File: config.mk
export PLATFORM = sky130hd
export DESIGN_NAME = alu_sequencer
export DESIGN_NICKNAME = d
export VERILOG_FILES = /design/src/rtl/alu_sequencer_pkg.sv /design/src/rtl/alu_sequencer_prog_buf.sv /design/src/rtl/alu_sequencer.sv
export SDC_FILE = /design/constraint.sdc
export NUM_CORES = 1
export LEC_CHECK = 0
export ABC_AREA = 1
export ABC_CLOCK_PERIOD_IN_PS = 1800
export BUFFER_PORTS_ARGS = -buffer_cell sky130_fd_sc_hd__buf_2
export CELL_PAD_IN_SITES_DETAIL_PLACEMENT = 0
export CELL_PAD_IN_SITES_GLOBAL_PLACEMENT = 1
export CORE_MARGIN = 3
export CORE_UTILIZATION = 46
export CTS_BUF_LIST = sky130_fd_sc_hd__clkbuf_8
export DETAILED_ROUTE_END_ITERATION = 16
export HOLD_SLACK_MARGIN = 0.1
export PLACE_DENSITY = 0.8
export SETUP_SLACK_MARGIN = 0.15
export SLEW_MARGIN = 15
export SYNTH_ARGS = -nofsm -noshare
export SYNTH_HDL_FRONTEND = slang
export SYNTH_HIERARCHICAL = 1
export SYNTH_SLANG_ARGS = --single-unit
File: constraint.sdc
create_clock -name clk -period 1.8 [get_ports clk]
set_clock_uncertainty 0.05 [all_clocks]
set_input_delay 0.45 -clock clk [delete_from_list [all_inputs] [get_ports clk]]
set_output_delay 0.45 -clock clk [all_outputs]
set_load 0.01 [all_outputs]
File: src/rtl/alu_sequencer_pkg.sv
// Shared definitions for the ALU sequencer: FSM encoding, instruction layout
// and the op codes forwarded to the external ALU.
package alu_sequencer_pkg;

   localparam logic [1:0] ST_IDLE  = 2'd0;
   localparam logic [1:0] ST_FETCH = 2'd1;
   localparam logic [1:0] ST_EXEC  = 2'd2;
   localparam logic [1:0] ST_DONE  = 2'd3;

   localparam int INSTR_W  = 8;
   localparam int OP_W     = 3;
   localparam int OP_LSB   = 5;
   localparam int OPND_W   = 4;
   localparam int OPND_LSB = 1;
   localparam int LAST_BIT = 0;

   localparam logic [2:0] OP_ADD_RC = 3'b000;
   localparam logic [2:0] OP_ADD    = 3'b001;
   localparam logic [2:0] OP_SUB    = 3'b010;
   localparam logic [2:0] OP_AND    = 3'b011;
   localparam logic [2:0] OP_OR     = 3'b100;
   localparam logic [2:0] OP_SHL    = 3'b101;
   localparam logic [2:0] OP_MUL    = 3'b110;
   localparam logic [2:0] OP_HOLD   = 3'b111;

   // Field order matches the bit positions above: op in [7:5], operand in [4:1], last in [0].
   typedef struct packed {
      logic [OP_W-1:0]   op;
      logic [OPND_W-1:0] operand;
      logic              last;
   } instr_t;

   function automatic logic [INSTR_W-1:0] make_instr(input logic [OP_W-1:0] op,
                                                      input logic [OPND_W-1:0] operand,
                                                      input logic last);
      logic [INSTR_W-1:0] w;
      w = '0;
      w[OP_LSB +: OP_W]     = op;
      w[OPND_LSB +: OPND_W] = operand;
      w[LAST_BIT]           = last;
      return w;
   endfunction

endpackage

File: src/rtl/alu_sequencer_prog_buf.sv
// Program store: one synchronous write port, one asynchronous read port.
module prog_buf #(
   parameter int DEPTH = 8,
   parameter int AW    = 3
) (
   input  logic          i_clk,
   input  logic          i_we,
   input  logic [AW-1:0] i_waddr,
   input  logic [7:0]    i_wdata,
   input  logic [AW-1:0] i_raddr,
   output logic [7:0]    o_rdata
);

   logic [7:0] r_mem [DEPTH];

   // No reset: contents survive a sequencer reset.
   always_ff @(posedge i_clk) begin
      if (i_we && (32'(i_waddr) < DEPTH)) begin
         r_mem[i_waddr] <= i_wdata;
      end
   end

   assign o_rdata = r_mem[i_raddr];

endmodule

File: src/rtl/alu_sequencer.sv
// Steps through a small program, driving an external ALU one instruction
// every two cycles and folding its result back into the accumulator.
module alu_sequencer
   import alu_sequencer_pkg::*;
#(
   parameter  int PROG_DEPTH     = 8,
   parameter  bit CLEAR_ON_START = 1'b1,
   localparam int AW             = (PROG_DEPTH > 1) ? $clog2(PROG_DEPTH) : 1
) (
   input  logic          clk,
   input  logic          reset,
   input  logic          prog_we,
   input  logic [AW-1:0] prog_addr,
   input  logic [7:0]    prog_data,
   input  logic          start,
   input  logic [7:0]    alu_result,
   output logic [2:0]    alu_op,
   output logic [3:0]    alu_a,
   output logic [7:0]    acc,
   output logic [AW-1:0] pc,
   output logic          busy,
   output logic          done
);

   localparam logic [AW-1:0] LAST_PC = AW'(PROG_DEPTH - 1);

   logic [1:0]    r_state;
   instr_t        r_ir;
   logic [AW-1:0] r_pc;
   logic [7:0]    r_acc;
   logic [7:0]    w_rdata;
   logic          w_we;

   // Programming is only allowed while idle; this also covers a write coinciding with start.
   assign w_we = prog_we && (r_state == ST_IDLE);

   prog_buf #(
      .DEPTH (PROG_DEPTH),
      .AW    (AW)
   ) u_prog_buf (
      .i_clk   (clk),
      .i_we    (w_we),
      .i_waddr (prog_addr),
      .i_wdata (prog_data),
      .i_raddr (r_pc),
      .o_rdata (w_rdata)
   );

   always_ff @(posedge clk) begin
      if (reset) begin
         r_state <= ST_IDLE;
         r_ir    <= '0;
         r_pc    <= '0;
         r_acc   <= '0;
      end else begin
         case (r_state)
            ST_IDLE: begin
               if (start) begin
                  r_state <= ST_FETCH;
                  r_pc    <= '0;
                  if (CLEAR_ON_START) begin
                     r_acc <= '0;
                  end
               end
            end
            ST_FETCH: begin
               r_ir    <= instr_t'(w_rdata);
               r_state <= ST_EXEC;
            end
            ST_EXEC: begin
               r_acc <= alu_result;
               // pc saturates at the last entry so the run ends instead of wrapping.
               if (r_ir.last || (r_pc == LAST_PC)) begin
                  r_state <= ST_DONE;
               end else begin
                  r_pc    <= r_pc + 1'b1;
                  r_state <= ST_FETCH;
               end
            end
            ST_DONE: begin
               r_state <= ST_IDLE;
            end
            default: begin
               r_state <= ST_IDLE;
            end
         endcase
      end
   end

   assign alu_op = (r_state == ST_EXEC) ? r_ir.op      : OP_HOLD;
   assign alu_a  = (r_state == ST_EXEC) ? r_ir.operand : '0;
   assign acc    = r_acc;
   assign pc     = r_pc;
   assign busy   = (r_state != ST_IDLE);
   assign done   = (r_state == ST_DONE);

endmodule

==> results of run 1 <==
## cells in the mapped netlist
cell type / number / area [um^2]
o21ai_0: 4 / 20.0
inv_4: 2 / 12.5
or2_2: 3 / 18.8
clkbuf_1: 1 / 3.75
inv_1: 79 / 297
nor2_4: 1 / 11.3
ha_1: 2 / 25.0
buf_4: 5 / 37.5
o21ai_1: 4 / 20.0
nand2_2: 2 / 12.5
buf_2: 2 / 10.0
a21oi_1: 17 / 85.1
edfxtp_1: 64 / 1920
nor2_1: 23 / 86.3
nand3_1: 38 / 190
clkinv_2: 1 / 5.00
nand2_1: 132 / 495
dfxtp_1: 21 / 420
nand2_4: 3 / 33.8
inv_2: 2 / 7.51
buf_6: 6 / 67.6
## state kept, by name, summed over array words and instances, names as in the netlist
name and count:
acc 8, pc 3, r_ir 8, r_state 2, u_prog_buf/r_mem 64
## metrics by stage
step,power [mW],util (%)
after floorplan,2.53,-
after global placement,2.67,52.3
after detailed placement,2.67,52.3
after CTS,4.07,55.9
after global routing,4.25,56.3
final,4.06,56.3
## routing by layer
metal	share of wire, %	global-route usage [%]	vias to the layer above
met5	0	0	-
met1	46	24.6	1183
met3	5.9	2.96	10
met2	46	27.8	71
li1	-	-	1388
met4	1.7	7.34	0
## timing repair
item / CTS / global route
buffers inserted: 3 / 1
endpoints found under the setup margin: 8 / 72
gates resized for setup: 15 / 8
pin swaps: 0 / 1
## how the worst min path moves through the flow
stage / start / to / slack, ns / depth (start not counted)
final: alu_result[2] / acc[2] / 0.29 / 3
after global routing: alu_result[7] / acc[7] / 0.30 / 3
after global placement: acc[2] / acc[2] / 0.40 / 2
after floorplan: r_ir[0] / r_ir[0] / 0.38 / 2
after detailed placement: r_ir[2] / r_ir[2] / 0.40 / 2
after CTS: alu_result[2] / acc[2] / 0.29 / 3
## final cells by class
type	instances	area share, %
Inverter	84	7.50
Clock inverter	7	1.87
Multi-Input combinational cell	229	23.4
Sequential cell	85	53.2
Timing Repair Buffer	58	8.32
Clock buffer	9	2.80
Tap cell	102	2.89
## power groups by stage
stage	Combinational [mW]	Clock (mW)	Sequential, mW
after detailed placement	0.439	0	2.23
after global placement	0.438	0	2.23
final	0.471	1.40	2.19
after CTS	0.465	1.42	2.19
after floorplan	0.300	0	2.23
after global routing	0.536	1.52	2.19
## cell families after synthesis
| family | count (synthesis) |
|---|---|
| AO/OA/AOI/OAI | 25 |
| AND/OR/NAND/NOR | 202 |
| buffers and inverters | 98 |
| flip-flops | 85 |
| adder cells (fa/ha/maj) | 2 |
## worst max-delay path: cells and delay by family, from the launching register on
| kind | cells | cell delay (ns) |
|---|---|---|
| buf+inv | 2 | 0.19 |
| simple gates | 2 | 0.30 |
| flops | 1 | 0.36 |
==> flow_metrics.tcl, run 1 <==
set metrics [dict create \
    status "finished, final reports clean" \
    crit_path_max_fanout 8 \
    holdWs_ns 0.292 \
    dp_slack_ns 0.228 \
    insertion_delay_ns 0.35 \
    stdcell_count 574 \
    vias 2652 \
    sw_frac_of_total_pct 23.9 \
    fin_area_um2 4420 \
    placed_area_um2 4100 \
    overflow 0 \
    post-dp-hpwl_um 5510 \
    die_area_um2 9340 \
    setup_viol 0 \
    ant_nets 0 \
    synth_adder_area_share_pct 0.662 \
    setup_ws_ns 0.108 \
    area_delta_synth_final_pct 16.9 \
    antenna_found_initial 0 \
    cts_root_buf "clkbuf_8" \
    crit_type "flop to primary output" \
    synth_compound_area_share_pct 3.31 \
    synth_top_family_by_area "simple AND/OR/NAND/NOR gates" \
    drive_gt1_share_pct 19.3 \
    die_h_um 96.7 \
    drc 0 \
    syn-num-nets 437 \
    fin_tns_setup_ns 0 \
    synth_cells 412 \
    synth_xor_area_share_pct 0 \
    crit_slowest_cell "dfxtp_4" \
    finalNetCount 492 \
    cts_tree "done" \
    power.internal_mw 3.09 \
    clkPwrFrac_pct 34.5 \
    io_buffer_count 42 \
    cp_cell_sequence "inv_6, nand2_8, or2_4, buf_6" \
    netlist_area_um2 3780 \
    rows 32 \
    final_common_cell "nand2_1" \
    endpoint_kind "primary output" \
    yosys.area_share.simple_pct 22.4 \
    rsz0062_at_grt "yes" \
    final_cell_mix "nand2_1, inv_1, edfxtp_1, nand3_1, buf_2" \
    place.gp.congestion 0.762 \
    fin_crit_ns 1.69 \
    r2r_start "r_state[1]" \
    grt_pass1_vias 2506 \
    die_w_um 96.7 \
    vdd_drop_max_mv 0.559 \
    required_ns 1.30 \
    initial_core_util_pct 48.2 \
    grt_usage_pct 17.7 \
    pwr-share-comb_pct 11.6 \
    endpoint "alu_op[1]" \
    holdBufCountCts 0 \
    min_period_over_period_pct 94.0 \
    drt-total-wl_um 7860 \
    drv_slew 0 \
    rrSetupSlack_ns 0.29 \
    firstDrtPassIters 4 \
    cp-start-kind "flop" \
    muxShareOfSynthArea_pct 0 \
    powerDensity_nw_per_um2 918 \
    diodes 0 \
    vias_per_cell 4.62 \
    core_area_um2 7850 \
    worst_pin_slew_ns 0.297 \
    fillers 732 \
    timing.rr.end "u_prog_buf/r_mem[0][7]" \
    io-pin-count 43 \
    cts_buffer_depth 2 \
    arrival_ns 1.19 \
    synth-seq-cells 85 \
    wl_per_cell_um 13.7 \
    grt_max_degree 33 \
    yosysSeqAreaShare_pct 61.9 \
    slew_headroom_pct 80.2 \
    p_leak_nw 2.08 \
    ys_warn_count 6 \
    seqCellArea_um2 2350 \
    crit_path_start "r_state[0]" \
    finalHoldViolations 0 \
    netlist-cell-type-count 21 \
    clkTransAtPathRegs_ns 0.08 \
    numCtsBuffers 9 \
    cts.sinks 85 \
    seqPwrFrac_pct 53.9 \
    first_iter_violations 173 \
    h-tree-depth 3 \
    hold_class "primary input to flop" \
    r2r_cells 7 \
    fmax_mhz 591 \
    crit_path_max_incr_delay_ns 0.36 \
    switching_power_mw 0.971 \
    grt_pass1_wl_um 12900 \
    multi_input_area_um2 1030 \
    cap_viol_max_count 0 \
    dp.cells 554 \
    avgSynthCellArea_um2 9.18 \
]
(Power assumes the default switching activity.)
==> run 2: changes to the inputs <==
ABC_AREA = default   (was 1)
CORE_UTILIZATION = 50   (was 46)
==> flow_metrics.tcl, run 2 <==
set metrics [dict create \
    placed_area_um2 3750 \
    synth.most_common_cell "edfxtp_1" \
    avgSynthCellArea_um2 17.1 \
    core_area_um2 6460 \
    grt_pass1_wl_um 9560 \
    synthArstFlopShare_pct 0 \
    powerDensity_nw_per_um2 910 \
    required_ns 1.30 \
    vias_per_cell 5.53 \
    drc 0 \
    insertion_delay_ns 0.35 \
    crit_path_max_fanout 5 \
    die_w_um 88.5 \
    drv_slew 0 \
    holdBufCountCts 0 \
    diodes 0 \
    stdcell_count 345 \
    numCtsBuffers 9 \
    io_buffer_count 42 \
    io-pin-count 43 \
    cp-start-kind "flop" \
    synth_cells 199 \
    synth_edf_count 64 \
    crit_type "flop to primary output" \
    slew_headroom_pct 76.4 \
    antenna_found_initial 0 \
    cts_tree "done" \
    r2r_start "pc[0]" \
    worstHoldStart "alu_result[5]" \
    synth_ff_type "edfxtp_1" \
    cts_root_buf "clkbuf_8" \
    min_period_over_period_pct 98.4 \
    yosysSeqAreaShare_pct 68.8 \
    post-dp-hpwl_um 3960 \
    finalNetCount 288 \
    grt_usage_pct 17.2 \
    initial_core_util_pct 52.7 \
    largest_reg_flops 64 \
    cts.sinks 85 \
    grt_pass1_vias 1841 \
    dp.cells 320 \
    final_common_cell "edfxtp_1" \
    die_area_um2 7830 \
    rsz0062_at_grt "yes" \
    first_iter_violations 83 \
    place.gp.congestion 0.659 \
    power.total_mw 3.82 \
    grt_max_degree 20 \
    netlist_area_um2 3400 \
    finalHoldViolations 0 \
    cap_viol_max_count 0 \
    dp_slack_ns 0.0776 \
    status "finished, final reports clean" \
    vias 1908 \
    h-tree-depth 3 \
    drive_gt1_share_pct 52.2 \
    drt-total-wl_um 6520 \
    crit_path_start "r_state[1]" \
    ys_warn_count 6 \
    wl_per_cell_um 18.9 \
    r2r_cells 5 \
    p_leak_nw 1.52 \
    synth-seq-cells 85 \
    fillers 484 \
    fin_crit_ns 1.77 \
    fmax_mhz 565 \
    arrival_ns 1.27 \
    yosys.area.top_type "edfxtp_1" \
    firstDrtPassIters 4 \
    multi_input_area_um2 1050 \
    die_h_um 88.5 \
    syn-num-nets 224 \
    worst_pin_slew_ns 0.353 \
    hold_class "primary input to flop" \
    overflow 0 \
    clkTransAtPathRegs_ns 0.09 \
    netlist-cell-type-count 29 \
    hold_depth 3 \
    setup_viol 0 \
    vdd_drop_max_mv 0.550 \
    fin_tns_setup_ns 0 \
    synth_top_area_share_pct 56.5 \
    final_cell_mix "edfxtp_1, buf_2, dfxtp_1, mux4_2, nor2_1" \
    endpoint_kind "primary output" \
    synthTopCellsByArea "edfxtp_1, dfxtp_1, mux4_1, mux2_2, nand2_1" \
    seqCellArea_um2 2350 \
    setup_ws_ns 0.0289 \
    synth_common_cells "edfxtp_1, dfxtp_1, nand2_1, nor2_1, mux4_1" \
    regMostFlops "u_prog_buf/r_mem" \
    rows 29 \
    area_delta_synth_final_pct 23.3 \
    fin_area_um2 4200 \
    cts_buffer_depth 2 \
    ant_nets 0 \
]
## run 2: path summary, 6_finish.rpt
kind                    end  slack (ns)
setup / recovery  alu_op[2]        0.03
hold / removal       acc[5]        0.30
setup reg to reg    r_ir[4]        0.14
hold reg to reg     r_ir[7]        0.41
## run 2: area by class of cell
cell class	count	share of cell area, %
Clock buffer	9	2.95
Clock inverter	7	1.97
Multi-Input combinational cell	102	25.0
Timing Repair Buffer	64	11.6
Sequential cell	85	56.0
Tap cell	77	2.30
Inverter	1	0.0894
## run 2: cell families after synthesis
kind of cell | after synthesis | synth area share (%)
buffers and inverters | 12 | 2.61
AND/OR/NAND/NOR | 53 | 7.65
multiplexers | 25 | 15.3
flip-flops | 85 | 68.8
adder cells (fa/ha/maj) | 2 | 0.735
AO/OA/AOI/OAI | 22 | 4.85
## run 2: critical path: stages, from the launching register on
cell     delay (ns)
dfxtp_4        0.35
nor2b_4        0.20
or2b_1         0.24
buf_2          0.14
## run 2: through the flow
stage / hold slack (ns) / util (%)
6_report: 0.304 / 65.0
4_1_cts: 0.288 / 63.2
2_1_floorplan: 0.382 / -
5_1_grt: 0.295 / 65.0
3_3_place_gp: 0.389 / 58.0
3_5_place_dp: 0.394 / 58.0
## run 2: timing repair
item	in CTS	in global routing
endpoints found under the setup margin	17	83
gates resized for setup	11	53
setup buffers	8	0
cloned	0	1
pin swaps	3	7
## run 2: where the power goes
| group | leakage [nW] | internal [mW] | switching [mW] |
|---|---|---|---|
| Sequential | 0.752 | 2.15 | 0.0208 |
| Clock | 0.0984 | 0.663 | 0.712 |
| Combinational | 0.668 | 0.135 | 0.144 |
## run 2: per-layer routing
metal  vias to the layer above  global-route usage [%]  part of all wire (%)
li1                        887                       -                     -
met1                       946                    22.8                    45
met2                        67                    27.3                    47
met3                         8                    4.84                   6.5
met4                         0                    6.18                   1.2
met5                         -                       0                     0
